### config.mk
export PLATFORM = sky130hd
export DESIGN_NAME = bus_sequencer
export DESIGN_NICKNAME = d
export VERILOG_FILES = /design/src/rtl/bus_sequencer.sv
export SDC_FILE = /design/constraint.sdc
export NUM_CORES = 1
export LEC_CHECK = 0
export CAP_MARGIN = 20
export CORE_ASPECT_RATIO = 1.2
export CORE_MARGIN = 2
export CORE_UTILIZATION = 26
export DETAILED_ROUTE_END_ITERATION = 7
export PLACE_DENSITY_LB_ADDON = 0.12
export SLEW_MARGIN = 0
export SYNTH_ARGS = -nofsm -noshare
export SYNTH_HDL_FRONTEND = slang
export SYNTH_SLANG_ARGS = --single-unit
### constraint.sdc
create_clock -name clk -period 1.2 [get_ports clk]
set_input_delay 0.12 -clock clk [delete_from_list [all_inputs] [get_ports clk]]
set_output_delay 0.12 -clock clk [all_outputs]
set_load 0.03 [all_outputs]
### src/rtl/bus_sequencer.sv
// bus_sequencer: multi-cycle bus control unit (fetch/decode/ALU/writeback strobes); define BUS_SEQ_HILO_EN for the mul/div HI/LO steps
module bus_sequencer (
  input  logic        clk,
  input  logic        clr,
  input  logic        start,
  input  logic [31:0] ir,
  output logic        PCout,
  output logic        MDRout,
  output logic        Zhighout,
  output logic        Zlowout,
  output logic        Csignout,
  output logic [15:0] Rout,
  output logic        MARin,
  output logic        MDRin,
  output logic        PCin,
  output logic        IRin,
  output logic        Yin,
  output logic        Zin,
  output logic        HIin,
  output logic        LOin,
  output logic [15:0] Rin,
  output logic        Read,
  output logic        IncPC,
  output logic [4:0]  alu_op,
  output logic        busy,
  output logic        done,
  output logic        err
);
  typedef enum logic [3:0] {IDLE, T0, T1, T2, T3, T4, T5, T6, DONE} state_t;
  state_t      r_state;
  logic [4:0]  w_op;
  logic [15:0] w_ra_oh, w_rb_oh, w_rc_oh;
  logic        w_r, w_i, w_md, w_legal;
  logic        w_unused;
  assign w_op     = ir[31:27];
  assign w_ra_oh  = 16'h1 << ir[26:23];
  assign w_rb_oh  = 16'h1 << ir[22:19];
  assign w_rc_oh  = 16'h1 << ir[18:15];
  assign w_unused = ^ir[14:0];
  assign w_r      = w_op <= 5'd8;
  assign w_i      = w_op inside {[5'd9:5'd11]};
`ifdef BUS_SEQ_HILO_EN
  assign w_md     = w_op inside {5'd14, 5'd15};
`else
  assign w_md     = 1'b0;
`endif
  assign w_legal  = w_r | w_i | w_md;
  // Step sequencer; illegal opcodes bail out of decode, mul/div take the extra HI step
  always_ff @(posedge clk) begin
    if (clr) r_state <= IDLE;
    else case (r_state)
      IDLE:    r_state <= start ? T0 : IDLE;
      T0:      r_state <= T1;
      T1:      r_state <= T2;
      T2:      r_state <= T3;
      T3:      r_state <= w_legal ? T4 : IDLE;
      T4:      r_state <= T5;
      T5:      r_state <= w_md ? T6 : DONE;
      T6:      r_state <= DONE;
      default: r_state <= IDLE;
    endcase
  end
  // Bus source enables: one driver per step, register fields picked from the IR
  always_comb begin
    PCout    = r_state == T0;
    MDRout   = r_state == T2;
    Zlowout  = r_state inside {T1, T5};
    Csignout = r_state == T4 && w_i;
    Rout     = (r_state == T3 && (w_r || w_i)) ? w_rb_oh :
               (r_state == T3 && w_md)         ? w_ra_oh :
               (r_state == T4 && w_r)          ? w_rc_oh :
               (r_state == T4 && w_md)         ? w_rb_oh : '0;
  end
  // Destination loads, memory/PC control and ALU operation
  always_comb begin
    MARin  = r_state == T0;
    IncPC  = r_state == T0;
    PCin   = r_state == T1;
    Read   = r_state == T1;
    MDRin  = r_state == T1;
    IRin   = r_state == T2;
    Yin    = r_state == T3 && w_legal;
    Zin    = r_state inside {T0, T4};
    Rin    = (r_state == T5 && !w_md) ? w_ra_oh : '0;
    alu_op = r_state != T4 ? 5'd0 :
             !w_i          ? w_op :
             w_op == 5'd9  ? 5'd0 :
             w_op == 5'd10 ? 5'd2 : 5'd3;
  end
`ifdef BUS_SEQ_HILO_EN
  // 64-bit product/quotient: low word in T5, high word in T6
  always_comb begin
    LOin     = r_state == T5 && w_md;
    Zhighout = r_state == T6;
    HIin     = r_state == T6;
  end
`else
  assign LOin     = 1'b0;
  assign Zhighout = 1'b0;
  assign HIin     = 1'b0;
`endif
  assign busy = r_state != IDLE;
  assign done = r_state == DONE;
  assign err  = r_state == T3 && !w_legal;
endmodule

==> impl_metrics.ini <==
[yosys]
syn_area_um2 = 835
synthAdderAreaFrac_pct = 0
synth_top_family_by_area = simple AND/OR/NAND/NOR gates
yosysTopAreaCell = dfxtp_1
netlist.area_leader.share_pct = 9.60
yosys.area_share.xor_xnor_pct = 0
synthSimpleGateAreaFrac_pct = 56.5
muxShareOfSynthArea_pct = 0
synth_compound_area_share_pct = 20.4
syn_avg_cell_area_um2 = 6.78
postSynthCellCount = 123
yosysSeqAreaShare_pct = 9.60
yosysWarnings = 0
synth-seq-cells = 4
synthTopCellsByArea = dfxtp_1 (9.6%), o32ai_1 (9.4%), nand2b_1 (8.2%)
synthFlopType = dfxtp_1
synth_cell_types = 37
synth-edff-count = 0
postSynth.asyncResetShare_pct = 0

[setup_path]
crit_type = flip-flop to primary output
cp.arrival_ns = 1.70
crit-reg2reg-launch = r_state[0]
crit_fanout = 11
r2r_end = r_state[0]
rr_worst_depth = 6
required_ns = 1.08
end_kind = primary output
startpoint_type = flip-flop
crit_start = r_state[0]
r2r_slack_ns = -0.26

[global_routing]
grt_pass1_wl_um = 7030
antenna_found_initial = 0
grt_pass1_vias = 1471
grt_remaining_overflow = 0
grt.total_usage_pct = 24.3
grt_max_degree = 12

[floorplan]
die_h_um = 66.1
row_count = 22
die_area_um2 = 3680
die_w_um = 55.7
initial_core_util_pct = 27.3
core_area_um2 = 3060
boundaryPins = 90

[timing]
hold_viol = 0
final-setup-viol-count = 54
period_needed_ns = 1.82
drv_slew = 0
grt_setup_unrepaired = yes
whs_ns = 0.602
skew_ns = 0.00101
period_share_pct = 152
fin_ws_ns = -0.625
max_freq_ghz = 0.548

[routing]
routedWlPerCell_um = 20.3
drc = 0
first_pass_iters = 4
final_antenna_net_count = 0
via_per_inst = 5.46
drt-total-wl_um = 5630
drt_iter0_markers = 56
vias = 1512

[cells_and_area]
num_antenna_cells = 0
area_delta_synth_final_pct = 232
stdcell_count = 277
n_fill_cell = 119
top_register = r_state
largestRegisters = r_state (4)
layout-drive-gt1-share_pct = 78.0
largest_reg_flops = 4
layout.nets = 278

[power]
power_switching_mw = 0.454
comb_power_share_pct = 67.3
power_frac_clock_pct = 17.7
ir_worst_vdd_mv = 0.380
internal_power_mw = 0.566
seqPwrFrac_pct = 15.0
leakage_nw = 1.02
p_per_area_nw_per_um2 = 368
swShare_pct = 44.5

[hold_path]
hold_end = r_state[0]
holdCritPathClass = input port to flip-flop
min_from = start
whs_path_depth = 3

[cts]
cts.path.max_buffers = 2
cts_tree = built
clock-sinks = 4
cts_buffers = 3
cts-root-buf = clkbuf_4
cts_hold_buf = 0
insertion_delay_ns = 0.24
h-tree-depth = 1
clk_pin_slew_worst_paths_ns = 0.04

[status]
failed_checks = setup timing
outcome = finished with violations

[place]
dp.cells = 258
finalWeightedCongestion = 0.861
io_buffers = 71
hpwl_um = 3130

[flow_run]
cap_violations = 0
-- cell usage after synthesis (2+ instances only) --
master and instances:
o22ai_1 6, nor2_1 17, and3_1 2, dfxtp_1 4, or2_2 5, and2_1 4
o32ai_1 9, nand2b_1 11, nor3b_1 2, o31ai_1 2, nand3_1 5, nor3_1 7
nand2_1 8, nand3b_1 2, buf_6 2, a21oi_1 3, nand4_1 2, buf_4 9
o21ai_0 2, buf_2 3, nor4b_1 2
-- worst max-delay path by stage --
stage                            to  cells past startpoint  slack, ns
after floorplan            Rout[13]                      5      -0.43
after global placement    alu_op[0]                      4      -0.57
after detailed placement  alu_op[0]                      4      -0.61
after CTS                   Rout[1]                      5      -0.60
after global routing        Rout[1]                      5      -0.69
final                       Rout[1]                      5      -0.62
-- stage by stage --
| stage | TNS (ns) | worst slack, ns | utilization [%] | cell area (um2) | power [mW] |
|---|---|---|---|---|---|
| after floorplan | -11.51 | -0.431 | - | 1420 | 0.468 |
| after global placement | -15.53 | -0.572 | 74.4 | 2270 | 0.681 |
| after detailed placement | -16.89 | -0.615 | 74.4 | 2270 | 0.695 |
| after CTS | -22.10 | -0.595 | 84.5 | 2580 | 0.922 |
| after global routing | -28.70 | -0.691 | 90.7 | 2770 | 1.04 |
| final | -26.31 | -0.625 | 90.7 | 2770 | 1.02 |
-- kinds of logic after synthesis --
logic type	count (synthesis)
buffers and inverters	15
and+or+nand+nor	79
AOI/OAI and AO/OA	24
DFF	4
other	1
-- layout by cell type, fill, tap and decap left out, types with 3 or more instances in the layout --
cell type,n
dlygate4sd2_1,4
nor3_4,7
nor2_4,14
o22ai_4,6
buf_4,34
clkdlybuf4s50_1,15
buf_6,69
nand2b_1,10
clkbuf_4,3
dfxtp_4,3
conb_1,3
nand3_4,5
nand2_1,6
or2_2,4
and2_4,3
buf_12,5
o32ai_4,9
-- repair_timing --
item,CTS,global route
resized for setup,70,27
buffers inserted,6,10
cloned,0,0
pin swaps,16,10
endpoints found under the setup margin,54,55
-- power groups by stage --
stage,registers [mW],clock network [mW],logic [mW]
detailed placement,0.156,0,0.539
global placement,0.155,0,0.526
global route,0.154,0.179,0.712
finish,0.153,0.181,0.686
CTS,0.154,0.169,0.598
floorplan,0.149,0,0.319
-- critical path: stages, from the launching register on --
cell	delay [ns]
dfxtp_4	0.36
nor4b_4	0.33
nand2_2	0.14
buf_12	0.18
o32ai_4	0.29
buf_6	0.17
-- layer usage --
layer / track usage, % / wire (um) / vias to the layer above
met4: 8.54 / 153 / 0
met3: 0.783 / 222 / 18
met2: 50.0 / 3360 / 71
met1: 25.9 / 1900 / 731
met5: 0 / 0 / -
li1: - / - / 692
-- area by class of cell --
cell class | instances | area, um2 | area share [%]
timing repair buffer | 127 | 1320 | 47.5
multi-input combinational | 106 | 1290 | 46.5
sequential | 4 | 92.6 | 3.34
tap | 36 | 45.0 | 1.63
clock buffer | 3 | 22.5 | 0.813
inverter | 1 | 3.75 | 0.135
Power figures use the tool's default switching activity.
==> edit 1 (same settings) <==
The option `BUS_SEQ_HILO_EN` is turned on by a define.
--- a/src/rtl/bus_sequencer.sv
+++ b/src/rtl/bus_sequencer.sv
@@ -1,4 +1,6 @@
 // bus_sequencer: multi-cycle bus control unit (fetch/decode/ALU/writeback strobes); define BUS_SEQ_HILO_EN for the mul/div HI/LO steps
+`define BUS_SEQ_HILO_EN
+
 module bus_sequencer (
   input  logic        clk,
   input  logic        clr,
Behaviour: not the same (Yosys sat finds a counterexample within 10 cycles, from zero or initial values).
==> edit 1 against the unedited design <==
The run still ends with setup timing left. Sequential cell count did not move. Synthesized cell count rose by 67%. Setup slack got worse by 0.063 ns. Fmax fell by 3.4%. Die area rose by 60%. Area after synthesis rose by 65%. Worst hold slack got worse by 0.020 ns. Cell area rose by 40%. Sequential share of layout area fell by 1.0 points. Routed wire length rose by 24%. Sequential power rose by 3%. Via count rose by 48%. Power rose by 45%.
==> edit 1: results (changes against the unedited design) <==
Run status
  • Outcome: finished, violations left (unchanged)
  • Failing checks: setup timing (unchanged)

Drt
  • First DRT Iteration DRCs: 137 (was 56)

Cells and area
  • Post-route non-filler standard cell count: 417 (was 277)
  • Nets: 392 (was 278)
  • Layout cells sized above 1: 0.783 (was 0.780)

GRT
  • First-pass GRT wire length: 10,900 um (was 7030 um)
  • GRT Util Overall: 0.228 (was 0.243)
  • Largest net degree at the start of global routing: 16 (was 12)

Yosys
  • Synth cell count leaders: 31 x nor2_1, 22 x a21oi_1, 13 x nor3_1, 11 x nand2_1 (was 17 x nor2_1, 11 x nand2b_1, 9 x buf_4, 9 x o32ai_1, 8 x nand2_1)
  • Synth area leaders: nor2_1 8.5%, a21oi_1 8.0%, dfxtp_1 5.8% (was dfxtp_1 9.6%, o32ai_1 9.4%, nand2b_1 8.2%)
  • Compound-Gate Fraction of Synth Area: 0.345 (was 0.204)
  • Sequential share of the synthesized area: 0.0582 (was 0.0960)
  • Synth unique cells: 48 (was 37)
  • Synth Area in Adders: 0 (unchanged)
  • Post-Syn Instances: 206 (was 123)

Placed design
  • Cell Area, Placed: 3020 um^2 (was 2270 um^2)
  • Global placement routability congestion: 0.906 (was 0.861)
  • Place WS: -0.915 ns (was -0.615 ns)
  • Inst Count DP: 395 (was 258)

Worst setup path
  • Reg2reg start: r_state[3]$_SDFF_PP0_ (was r_state[0]$_SDFF_PP0_)
  • Crit-path slowest cell: or4_4 (was dfxtp_4)
  • R2r worst-path depth: 7 (was 6)
  • R2r endpoint: r_state[3]$_SDFF_PP0_ (was r_state[0]$_SDFF_PP0_)
  • Max FO, Critical Path: 4 (was 11)
  • CP peak stage delay: 0.62 ns (was 0.36 ns)
  • Reg-to-reg slack, setup: -0.20 ns (was -0.26 ns)
  • Crit path arrival time: 1.77 ns (was 1.70 ns)

Pwr
  • Peak VDD IR: 0.789 mV (was 0.380 mV)
  • Sequential Power Share: 0.106 (was 0.150)
  • P_clk: 310 uW (was 181 uW)
  • Internal power: 831 uW (was 566 uW)

STA
  • # setup viols final: 59 (was 54)
  • Worst Slack Setup Final: -0.688 ns (was -0.625 ns)

Clocking
  • Root buf cell: clkbuf_8 (was clkbuf_4)
edit 1: cell types whose count changed after synthesis, sizes merged, moves of 6 or more:
cell and delta:
buf +6, a222oi +6, nor4 +6, o32ai -9
clkbuf +6, nor3 +9, o21ai +9, o22ai -6
nor2 +14, a21oi +19, a31oi +7
edit 1: what timing repair did:
| action | 4_1_cts | 5_1_grt |
|---|---|---|
| hold buffers | 0 | 0 |
| buffers inserted | 10 | 11 |
| cloned | 1 | 0 |
| endpoints found under the setup margin | 59 | 59 |
| pin swaps | 31 | 25 |
| gates resized for setup | 138 | 29 |
edit 1: layout make-up:
type                       instances  area [um^2]
timing repair buffer             172         1730
tap                               62         77.6
sequential                         4         90.1
fill                             392         1320
clock buffer                       3         41.3
multi-input combinational        174         1920
inverter                           2         7.51
edit 1: metal layers:
metal / up-vias / routed length (um) / GRT usage
met1: 1079 / 2740 / 0.274
met5: - / 0 / 0
met2: 53 / 3870 / 0.423
met3: 13 / 218 / 0.0157
met4: 0 / 159 / 0.0717
li1: 1086 / - / -
==> edit 2 (same settings) <==
Without the edit above. Register the inputs `clr`, `start` and `ir` before use. The logic sees them one clock later.
--- a/src/rtl/bus_sequencer.sv
+++ b/src/rtl/bus_sequencer.sv
@@ -27,16 +27,27 @@
   output logic        err
 );
   typedef enum logic [3:0] {IDLE, T0, T1, T2, T3, T4, T5, T6, DONE} state_t;
+
+  logic clr_q;
+  logic start_q;
+  logic [31:0] ir_q;
+
+  always_ff @(posedge clk) begin
+    clr_q   <= clr;
+    start_q <= start;
+    ir_q    <= ir;
+  end
+
   state_t      r_state;
   logic [4:0]  w_op;
   logic [15:0] w_ra_oh, w_rb_oh, w_rc_oh;
   logic        w_r, w_i, w_md, w_legal;
   logic        w_unused;
-  assign w_op     = ir[31:27];
-  assign w_ra_oh  = 16'h1 << ir[26:23];
-  assign w_rb_oh  = 16'h1 << ir[22:19];
-  assign w_rc_oh  = 16'h1 << ir[18:15];
-  assign w_unused = ^ir[14:0];
+  assign w_op     = ir_q[31:27];
+  assign w_ra_oh  = 16'h1 << ir_q[26:23];
+  assign w_rb_oh  = 16'h1 << ir_q[22:19];
+  assign w_rc_oh  = 16'h1 << ir_q[18:15];
+  assign w_unused = ^ir_q[14:0];
   assign w_r      = w_op <= 5'd8;
   assign w_i      = w_op inside {[5'd9:5'd11]};
 `ifdef BUS_SEQ_HILO_EN
@@ -47,9 +58,9 @@
   assign w_legal  = w_r | w_i | w_md;
   // Step sequencer; illegal opcodes bail out of decode, mul/div take the extra HI step
   always_ff @(posedge clk) begin
-    if (clr) r_state <= IDLE;
+    if (clr_q) r_state <= IDLE;
     else case (r_state)
-      IDLE:    r_state <= start ? T0 : IDLE;
+      IDLE:    r_state <= start_q ? T0 : IDLE;
       T0:      r_state <= T1;
       T1:      r_state <= T2;
       T2:      r_state <= T3;
Formal check against the unedited RTL: not equivalent (a bounded check fails within 4 cycles, from zero or initial values).
==> edit 2 against the unedited design <==
Sequential power rose to 5.6 times the old value. Sequential share of layout area up 12 points. Critical path depth up 1. Cell area up 15%. Area after synthesis up 43%. The flow still finishes with violations (setup timing). Power up 92%. Combinational power down 12%. Setup slack worse by 0.038 ns. Core utilization down 20 points. Routed wire length down 18%. Sequential cell count up 19. Critical path type unchanged. Largest power group is now registers.
==> edit 2: results (changes against the unedited design) <==
GRT
  • Number of global-route vias before repair: 1,559 (was 1,471)
  • First-pass GRT wire length: 7600 um (was 7030 um)
  • GRT Util Overall: 0.187 (was 0.243)
  • Largest net degree at the start of global routing: 15 (was 12)

Yosys
  • Synth unique cells: 36 (was 37)
  • Synth area leaders: dfxtp_1 38%, o32ai_1 8.8%, buf_4 5.6% (was dfxtp_1 9.6%, o32ai_1 9.4%, nand2b_1 8.2%)
  • Synthesized area per cell: 8.86 um^2 (was 6.78 um^2)
  • Sequential share of the synthesized area: 0.385 (was 0.0960)

Worst setup path
  • Crit. Startpoint: r_state[3]$_SDFF_PP0_ (was r_state[0]$_SDFF_PP0_)
  • Crit-path slowest cell: dfxtp_2 (was dfxtp_4)
  • Max FO, Critical Path: 3 (was 11)

Clocking
  • Worst-path clk slew: 0.09 ns (was 0.04 ns)
  • CTS resizes: 77 (was 70)
  • Root buf cell: clkbuf_8 (was clkbuf_4)

Run status
  • Outcome: finished, violations left (unchanged)
  • Failing checks: setup timing (unchanged)

Cells and area
  • Nets: 290 (was 278)
  • Top flop regs: ir_q (17), r_state (4) (was r_state (4))

Drt
  • First DRT Iteration DRCs: 47 (was 56)
  • Final wirelength: 4620 um (was 5630 um)

Min path
  • Hold Crit Depth: 1 (was 3)
  • Hold Crit Start: ir[29] (was start)
  • Hold path endpoint: ir_q[29]$_DFF_P_ (was r_state[0]$_SDFF_PP0_)

Placed design
  • Global placement routability congestion: 0.762 (was 0.861)
  • HPWL Detailed: 3290 um (was 3130 um)
  • Cell Area, Placed: 2630 um^2 (was 2270 um^2)

STA
  • Worst Slack Setup Final: -0.662 ns (was -0.625 ns)
  • # setup viols final: 55 (was 54)
  • Fin Setup TNS: -24.99 ns (was -26.31 ns)

Pwr
  • Peak VDD IR: 0.553 mV (was 0.380 mV)
-- edit 2: final cells by class --
class                   count  area, um^2
well taps                  58        72.6
multi-input cells          99        1250
clock buffers               3        41.3
fillers                   345        1310
flip-flops and latches     23         478
inverters                   1        7.51
repair buffers            127        1320
clock inverters             1        7.51
-- edit 2: layer usage --
metal  vias up  wire length (um)  track usage
met4         0                78       0.0521
met5         -                 0            0
met2        47              2730        0.372
met3         8               177       0.0244
met1       695              1630        0.199
li1        719                 -            -
-- edit 2: worst max-delay path by stage --
| stage | end | slack (ns) |
|---|---|---|
| CTS | Rout[2] | -0.62 |
| detailed placement | Rout[1] | -0.39 |
| finish | Rout[13] | -0.66 |
| global placement | Rout[15] | -0.34 |
| floorplan | Rin[0] | -0.44 |
| global route | Rout[13] | -0.73 |
-- edit 2: power by group --
group          switching (uW)  total (uW)  leakage, uW  internal (uW)
logic                     302         606     0.000957            304
clock network             263         498    0.0000217            235
registers                45.0         850     0.000196            805
total                     610        1950      0.00117           1340
